[src/rtl/lsu_axi_master.sv]
// Load/store unit: one EXU request becomes one AXI4-Lite read or write, with lane alignment,
// load extension, misalign/illegal detection and bus-error reporting; result held until WBU accepts it.
module lsu_axi_master #(
    parameter int DATA_LEN = 32,
    parameter int ADDR_LEN = 32,
    parameter int STRB_LEN = DATA_LEN / 8
) (
    input  logic                clk,
    input  logic                rstn,
    input  logic                in_valid_i,
    output logic                in_ready_o,
    input  logic [ADDR_LEN-1:0] addr_i,
    input  logic [DATA_LEN-1:0] wdata_i,
    input  logic [2:0]          load_type_i,
    input  logic [2:0]          store_type_i,
    input  logic [4:0]          wreg_i,
    input  logic                wd_i,
    output logic                out_valid_o,
    input  logic                out_ready_i,
    output logic [DATA_LEN-1:0] wdata_o,
    output logic [4:0]          wreg_o,
    output logic                wd_o,
    output logic                misalign_o,
    output logic                err_o,
    output logic [ADDR_LEN-1:0] ar_addr_o,
    output logic                ar_valid_o,
    input  logic                ar_ready_i,
    input  logic [DATA_LEN-1:0] r_data_i,
    input  logic [1:0]          r_resp_i,
    input  logic                r_valid_i,
    output logic                r_ready_o,
    output logic [ADDR_LEN-1:0] aw_addr_o,
    output logic                aw_valid_o,
    input  logic                aw_ready_i,
    output logic [DATA_LEN-1:0] w_data_o,
    output logic [STRB_LEN-1:0] w_strb_o,
    output logic                w_valid_o,
    input  logic                w_ready_i,
    input  logic [1:0]          b_resp_i,
    input  logic                b_valid_i,
    output logic                b_ready_o
);

    localparam int OFF_W = $clog2(STRB_LEN);

    typedef enum logic [1:0] {IDLE, ADDR, RESP, DONE} state_t;

    state_t                state_q, state_d;
    logic [ADDR_LEN-1:0]   addr_q, addr_d;
    logic [DATA_LEN-1:0]   w_data_q, w_data_d;
    logic [STRB_LEN-1:0]   w_strb_q, w_strb_d;
    logic [2:0]            load_type_q, load_type_d;
    logic                  is_load_q, is_load_d;
    logic                  is_store_q, is_store_d;
    logic [4:0]            wreg_q, wreg_d;
    logic                  wd_q, wd_d;
    logic [DATA_LEN-1:0]   res_q, res_d;
    logic                  misalign_q, misalign_d;
    logic                  err_q, err_d;
    logic                  aw_done_q, aw_done_d;
    logic                  w_done_q, w_done_d;

    logic                  req_load, req_store, req_legal, req_mis;
    logic [3:0]            req_size;
    logic [OFF_W-1:0]      req_off;
    logic [DATA_LEN-1:0]   r_shift, r_ext;
    logic                  aw_hs, w_hs;

    // Request decode; a nonzero load code takes priority over the store code.
    always_comb begin
        req_load  = (load_type_i != 3'd0);
        req_store = !req_load && (store_type_i != 3'd0);
        req_size  = 4'd0;
        req_legal = 1'b1;
        req_off   = addr_i[OFF_W-1:0];
        if (req_load) begin
            case (load_type_i)
                3'd1, 3'd4: req_size = 4'd1;
                3'd2, 3'd5: req_size = 4'd2;
                3'd3:       req_size = 4'd4;
                3'd6: begin req_size = 4'd4; req_legal = (DATA_LEN == 64); end
                default: begin req_size = 4'd8; req_legal = (DATA_LEN == 64); end
            endcase
        end else if (req_store) begin
            case (store_type_i)
                3'd1: req_size = 4'd1;
                3'd2: req_size = 4'd2;
                3'd3: req_size = 4'd4;
                3'd4: begin req_size = 4'd8; req_legal = (DATA_LEN == 64); end
                default: req_legal = 1'b0;
            endcase
        end
        req_mis = (req_load || req_store) &&
                  (!req_legal || ((req_off & OFF_W'(req_size - 4'd1)) != '0));
    end

    // Load lane extraction and extension
    always_comb begin
        r_shift = r_data_i >> {addr_q[OFF_W-1:0], 3'b000};
        case (load_type_q)
            3'd1:       r_ext = DATA_LEN'($signed(r_shift[7:0]));
            3'd2:       r_ext = DATA_LEN'($signed(r_shift[15:0]));
            3'd3:       r_ext = DATA_LEN'($signed(r_shift[31:0]));
            3'd4:       r_ext = DATA_LEN'(r_shift[7:0]);
            3'd5:       r_ext = DATA_LEN'(r_shift[15:0]);
            3'd6:       r_ext = DATA_LEN'(r_shift[31:0]);
            default:    r_ext = r_shift;
        endcase
    end

    always_ff @(posedge clk) begin
        if (!rstn) begin
            state_q     <= IDLE;
            addr_q      <= '0;
            w_data_q    <= '0;
            w_strb_q    <= '0;
            load_type_q <= '0;
            is_load_q   <= 1'b0;
            is_store_q  <= 1'b0;
            wreg_q      <= '0;
            wd_q        <= 1'b0;
            res_q       <= '0;
            misalign_q  <= 1'b0;
            err_q       <= 1'b0;
            aw_done_q   <= 1'b0;
            w_done_q    <= 1'b0;
        end else begin
            state_q     <= state_d;
            addr_q      <= addr_d;
            w_data_q    <= w_data_d;
            w_strb_q    <= w_strb_d;
            load_type_q <= load_type_d;
            is_load_q   <= is_load_d;
            is_store_q  <= is_store_d;
            wreg_q      <= wreg_d;
            wd_q        <= wd_d;
            res_q       <= res_d;
            misalign_q  <= misalign_d;
            err_q       <= err_d;
            aw_done_q   <= aw_done_d;
            w_done_q    <= w_done_d;
        end
    end

    assign aw_hs = aw_valid_o && aw_ready_i;
    assign w_hs  = w_valid_o && w_ready_i;

    always_comb begin
        state_d = state_q;
        case (state_q)
            IDLE: if (in_valid_i) state_d = (!(req_load || req_store) || req_mis) ? DONE : ADDR;
            ADDR: begin
                if (is_load_q) begin
                    if (ar_ready_i) state_d = RESP;
                end else if ((aw_done_q || aw_hs) && (w_done_q || w_hs)) begin
                    state_d = RESP;
                end
            end
            RESP: if ((is_load_q && r_valid_i) || (is_store_q && b_valid_i)) state_d = DONE;
            default: if (out_ready_i) state_d = IDLE;
        endcase
    end

    always_comb begin
        addr_d      = addr_q;
        w_data_d    = w_data_q;
        w_strb_d    = w_strb_q;
        load_type_d = load_type_q;
        is_load_d   = is_load_q;
        is_store_d  = is_store_q;
        wreg_d      = wreg_q;
        wd_d        = wd_q;
        res_d       = res_q;
        misalign_d  = misalign_q;
        err_d       = err_q;
        aw_done_d   = aw_done_q;
        w_done_d    = w_done_q;
        case (state_q)
            IDLE: if (in_valid_i) begin
                addr_d      = addr_i;
                w_data_d    = wdata_i << {req_off, 3'b000};
                w_strb_d    = STRB_LEN'((9'd1 << req_size) - 9'd1) << req_off;
                load_type_d = load_type_i;
                is_load_d   = req_load;
                is_store_d  = req_store;
                wreg_d      = wreg_i;
                misalign_d  = req_mis;
                err_d       = 1'b0;
                aw_done_d   = 1'b0;
                w_done_d    = 1'b0;
                res_d       = '0;
                wd_d        = 1'b0;
                if (!req_mis && !req_load && !req_store) begin
                    res_d = DATA_LEN'(addr_i);
                    wd_d  = wd_i;
                end else if (!req_mis && req_load) begin
                    wd_d  = wd_i;
                end
            end
            ADDR: begin
                aw_done_d = aw_done_q || aw_hs;
                w_done_d  = w_done_q || w_hs;
            end
            RESP: begin
                if (is_load_q && r_valid_i) begin
                    err_d = (r_resp_i != 2'b00);
                    res_d = err_d ? '0 : r_ext;
                    if (err_d) wd_d = 1'b0;
                end else if (is_store_q && b_valid_i) begin
                    err_d = (b_resp_i != 2'b00);
                    res_d = '0;
                    wd_d  = 1'b0;
                end
            end
            default: ;
        endcase
    end

    always_comb begin
        in_ready_o  = (state_q == IDLE);
        ar_valid_o  = (state_q == ADDR) && is_load_q;
        aw_valid_o  = (state_q == ADDR) && is_store_q && !aw_done_q;
        w_valid_o   = (state_q == ADDR) && is_store_q && !w_done_q;
        r_ready_o   = (state_q == RESP) && is_load_q;
        b_ready_o   = (state_q == RESP) && is_store_q;
        out_valid_o = (state_q == DONE);
    end

    assign ar_addr_o  = addr_q;
    assign aw_addr_o  = addr_q;
    assign w_data_o   = w_data_q;
    assign w_strb_o   = w_strb_q;
    assign wdata_o    = res_q;
    assign wreg_o     = wreg_q;
    assign wd_o       = wd_q;
    assign misalign_o = misalign_q;
    assign err_o      = err_q;

endmodule

[config.mk]
export PLATFORM = sky130hd
export DESIGN_NAME = lsu_axi_master
export DESIGN_NICKNAME = d
export VERILOG_FILES = /design/src/rtl/lsu_axi_master.sv
export SDC_FILE = /design/constraint.sdc
export NUM_CORES = 1
export LEC_CHECK = 0
export ABC_AREA = 0
export CAP_MARGIN = 15
export CORE_MARGIN = 2
export CORE_UTILIZATION = 43
export DETAILED_ROUTE_END_ITERATION = 10
export HOLD_SLACK_MARGIN = 0.15
export PLACE_DENSITY_LB_ADDON = 0.08
export SLEW_MARGIN = 5
export SYNTH_ARGS = -nofsm -noshare
export SYNTH_HDL_FRONTEND = slang
export SYNTH_SLANG_ARGS = --single-unit
[constraint.sdc]
create_clock -name clk -period 2.4 [get_ports clk]
set_input_delay 0.48 -clock clk [delete_from_list [all_inputs] [get_ports clk]]
set_output_delay 0.48 -clock clk [all_outputs]
set_load 0.02 [all_outputs]
Word level (Yosys, flattened, before mapping). Cells that the tools add are included.

Add/sub/neg operators: 2. Multipliers: 0. Divide/modulo/power cells: 0. Magnitude comparators: 0. Equal/unequal tests: 23. Shift-type cells: 4. Multiplexer cells: 36. Bitwise gates (word level): 1. Reduce and logical (&&, ||, !) cells: 48.

Operators with widths (number): 32-bit two-way mux (5); 32-bit one-hot mux with 4 select lines (1); 32-bit one-hot mux with 2 select lines (1); 32-bit by 5-bit << shifter with 32-bit output (1); 32-bit by 5-bit >> shifter with 32-bit output (1); 3-bit equality test, second input constant (6); 1-bit logical AND (16); 4-bit one-hot mux with 4 select lines (1); 3-bit by 2-bit equality test with 1-bit output, second input constant (5); 2-bit two-way mux (7); 1-bit two-way mux (13); 3-bit != test, second input constant (4); 4-bit one-hot mux with 3 select lines (1); 2-bit nonzero test (5); 3-bit by 1-bit equality test with 1-bit output, second input constant (3); 4-bit two-way mux (2); 1-bit one-hot mux with 2 select lines (4); 1-bit logical NOT (7); 1-bit logical OR (6); 2-bit one-hot mux with 3 select lines (1); 3-bit nonzero test (2); 2-bit OR reduction (3); 5-bit AND reduction (1); 5-bit OR reduction (1); other kinds (14) (17).

Register bits after elaboration: 117. Latch bits: 0. RAM bits: 0. ROM bits: 0. Input bits: 121. Output and inout port bits: 147. Logic and storage cells: 128. Memories kept: 0.

Depth between registers and ports, before layout.
Depth in word-level cells: 16. Gate-level depth with buffers: 10. Gate-level depth less buffers: 9.

Worst setup path before layout. OpenSTA, ideal clock, no wires.

Path kind: input port to flip-flop. Start point: input port load_type_i[0]. End point: register w_strb_q[2] (netlist: w_strb_o[2]). Setup time: 0.126 ns. Arrival time: 1.930 ns. Data required time: 2.274 ns. Path slack: 0.345 ns. Cell stages on the path: 10. Path buffers: 1. Cells stage by stage: or3_1 > buf_6 > a21oi_1 > inv_1 > ha_1 > nor2_1 > a21oi_1 > o21ai_0 > o211ai_1 > o21ai_0.

Longest elaborated chain between the ends: 8.

RTL lines: start: declaration (RTL line 14) `input logic [2:0] load_type_i,`; branches (longest 4 deep; another with 4-bit one-hot mux with 3 select lines); 4-bit two-way mux (*) (RTL line 76) `if (req_load) begin`; 1-bit by 4-bit << shifter with 4-bit output (*) (RTL line 182) `w_strb_d = STRB_LEN'((9'd1 << req_size) - 9'd1) << req_off;`; 4-bit by 1-bit subtractor with 4-bit output (*) (RTL line 182); 4-bit by 2-bit << shifter with 4-bit output (*) (RTL line 182); end signal: assignment (RTL line 131) `w_strb_q <= w_strb_d;`; end: declaration (RTL line 51) `logic [STRB_LEN-1:0] w_strb_q, w_strb_d;`.

Mark *: on every way between the ends. A chain may end at the register's enable or synchronous reset.

Worst setup path after layout.
Start point: register state_q[0]. End point: register res_q[24] (netlist: wdata_o[24]).

Longest elaborated chain between the ends: 3.

RTL lines: start: declaration (RTL line 48) `state_t state_q, state_d;`; start signal: assignment (RTL line 128) `state_q <= state_d;`; 2-bit equality test / 2-bit logical NOT (equally long branches) (RTL line 178) `case (state_q)`; 3-bit != test (no source line), or another cell as far along; 3-bit AND reduction (no source line); end signal: assignment (RTL line 137) `res_q <= res_d;`; end: declaration (RTL line 57) `logic [DATA_LEN-1:0] res_q, res_d;`.

Several ways; a longest one is shown, not always the timed one.

==> flow_metrics.env <==
export IMPL_maxSlewHeadroom_pct=56.0
export IMPL_cp_start_kind="flop"
export IMPL_yosysSeqAreaShare_pct=38.6
export IMPL_hp_class="reg -> reg"
export IMPL_outcome="complete, no violations"
export IMPL_syn2layout_area_growth_pct=56.1
export IMPL_ir_worst_vdd_mv=0.648
export IMPL_r2r_start="state_q[0]"
export IMPL_antenna_left=0
export IMPL_worstHoldPathCells=2
export IMPL_fin_crit_ns=2.22
export IMPL_clk_latency_ns=0.42
export IMPL_avgSynthCellArea_sq_um=8.04
export IMPL_ctsRootBufferMaster="clkbuf_16"
export IMPL_io_pins=268
export IMPL_drc=0
export IMPL_viasPerCell=5.46
export IMPL_crit_fanout=20
export IMPL_worst_slew_pin_slew_ns=0.658
export IMPL_p_leak_nw=3.51
export IMPL_async_reset_ff_share_pct=0
export IMPL_grt_usage_pct=27.4
export IMPL_cts_buffers=17
export IMPL_power_density_nw_per_um2=1040
export IMPL_post_route_period_util_pct=92.4
export IMPL_tns_ns=0
export IMPL_drt_total_wl_um=21400
export IMPL_final_common_cell="clkdlybuf4s50_1"
export IMPL_drive_gt1_share_pct=10.9
export IMPL_grt_overflow=0
export IMPL_fmax_mhz=451
export IMPL_end_kind="flop"
export IMPL_clock_skew_final_ns=0.00668
export IMPL_fin_nets=1124
export IMPL_setup_ws_ns=0.183
export IMPL_max_stage_delay_ns=0.60
export IMPL_ys_seq_elements=117
export IMPL_r2r_slack_ns=0.18
export IMPL_r2r_end="wdata_o[24]"
export IMPL_cts_path_max_buffers=2
export IMPL_diodes=0
export IMPL_dp_worst_setup_slack_ns=-0.139
export IMPL_cts_tree="done"
export IMPL_die_area_sq_um=15100
export IMPL_synth_edf_count=0
export IMPL_cts_sinks=117
export IMPL_place_gp_congestion=0.894
export IMPL_h_tree_depth=4
export IMPL_cts_setup_buffers=0
export IMPL_design_core_area_sq_um=13800
export IMPL_start_util_pct=43.8
export IMPL_slew_viol_final=0
export IMPL_postSynthCellCount=754
export IMPL_rsz0062_at_grt="no"
export IMPL_ys_warn_count=0
export IMPL_path_clk_slew_ns=0.06
export IMPL_maxCapViolCount=0
export IMPL_post_route_util_pct=68.4
export IMPL_slowest_stage="nor3_4"
export IMPL_die_w_um=123
export IMPL_min_from="w_data_o[25]"
export IMPL_num_rows=43
export IMPL_die_h_um=123
export IMPL_whs_endpoint="w_data_o[25]"
export IMPL_synth_cell_type_count=55
export IMPL_grt_max_degree=43
export IMPL_synth_ff_type="dfxtp_1"
export IMPL_firstDrtPassIters=5
export IMPL_grt_first_pass_wirelength_um=31700
export IMPL_critPathRequiredTime_ns=2.73
export IMPL_synth_area_sq_um=6060
export IMPL_worstPathArrival_ns=2.55
export IMPL_mostFrequentLayoutCells="clkdlybuf4s50_1, nand2_1, dfxtp_1"
export IMPL_critPathKind="reg -> reg"
export IMPL_wl_per_cell_um=18.0
export IMPL_power_mw=9.80
export IMPL_vias=6494
export IMPL_ff2ff_path_depth=7
export IMPL_syn_nets=881
export IMPL_finalSetupViolCount=0
export IMPL_drt_iter0_markers=532
export IMPL_numPortBuffers=267
export IMPL_worstPathCellList="inv_1, ha_1, buf_4, nand2_2, nor3_4, nand2_1, a31oi_1"
export IMPL_dpl_hpwl_um=16100
export IMPL_first_global_vias=6106
export IMPL_hold_violations=0
export IMPL_antenna_found_initial=0
timing repair:
action,in CTS,in global routing
hold buffers,0,0
gates resized for setup,4,2
hold endpoints to repair,0,0
endpoints found under the setup margin,4,2
cloned,0,0
kinds of logic after synthesis:
logic type | after synthesis | synth area share, %
compound gates | 228 | 24.2
xor+xnor | 4 | 0.578
fa+ha+maj | 6 | 1.24
buf+inv | 96 | 8.94
flops | 117 | 38.6
mux | 43 | 7.54
simple gates | 260 | 18.9
area by class of cell:
| cell class | count | area (sq um) |
|---|---|---|
| fillers | 1121 | 4370 |
| multi-input cells | 541 | 3190 |
| repair buffers | 311 | 3070 |
| flip-flops and latches | 117 | 2340 |
| clock buffers | 18 | 429 |
| well taps | 180 | 225 |
| clock inverters | 14 | 179 |
| inverters | 9 | 33.8 |
power breakdown:
| part | internal, mW | switching [mW] |
|---|---|---|
| clock | 1.64 | 0.958 |
| combinational | 1.99 | 2.54 |
| sequential | 2.39 | 0.289 |
| total | 6.02 | 3.79 |
synth_stat cells (10+ instances only):
library cell | number | area [sq um]
nand2_1 | 146 | 548
dfxtp_1 | 117 | 2340
a21oi_1 | 75 | 375
nor2_1 | 67 | 251
o21ai_0 | 54 | 270
clkbuf_1 | 35 | 131
buf_4 | 33 | 248
mux2i_1 | 31 | 310
a22oi_1 | 26 | 195
a221oi_1 | 14 | 123
mux2_2 | 11 | 124
nand3b_1 | 11 | 82.6
a211oi_1 | 10 | 75.1
buf_2 | 10 | 50.1
o211ai_1 | 10 | 75.1
registers in the layout, summed over array words and instances (netlist names):
| signal | count |
|---|---|
| ar_addr_o | 32 |
| w_data_o | 32 |
| wdata_o | 32 |
| wreg_o | 5 |
| w_strb_o | 4 |
| load_type_q | 3 |
| state_q | 2 |
| aw_done_q | 1 |
| err_o | 1 |
| is_load_q | 1 |
| is_store_q | 1 |
| misalign_o | 1 |
| w_done_q | 1 |
| wd_o | 1 |
routing by layer:
metal / vias to the layer above / global-route usage (%) / wire (um)
met5: - / 0 / 0
met4: 0 / 12.8 / 690
met3: 50 / 7.53 / 1890
met2: 322 / 46.0 / 10200
met1: 2998 / 32.4 / 8570
li1: 3124 / - / -
worst max-delay path, delay by kind of cell, from the launching register on:
| family | cells | cell delay (ns) |
|---|---|---|
| and+or+nand+nor | 3 | 0.85 |
| DFF | 1 | 0.36 |
| buffers and inverters | 2 | 0.41 |
| adders and majority gates | 1 | 0.30 |
| AOI/OAI and AO/OA | 1 | 0.21 |
through the flow:
stage	instance area, sq um	cells	hold WS [ns]
after global placement	8850	1158	0.443
after detailed placement	8850	1158	0.449
final	9460	1190	0.453
after global routing	9460	1190	0.486
after floorplan	6060	754	0.460
after CTS	9460	1190	0.456
how the worst max path moves through the flow:
stage	startpoint	end	slack (ns)	depth (start not counted)
floorplan	load_type_i[0]	w_strb_o[2]	0.34	10
global placement	store_type_i[0]	w_strb_o[2]	-0.1	10
detailed placement	load_type_i[0]	w_strb_o[2]	-0.14	10
CTS	state_q[0]	in_ready_o	0.04	3
global route	state_q[0]	wdata_o[31]	0.08	7
finish	state_q[0]	wdata_o[24]	0.18	7
Note: power is estimated with default switching activity, not from simulation.
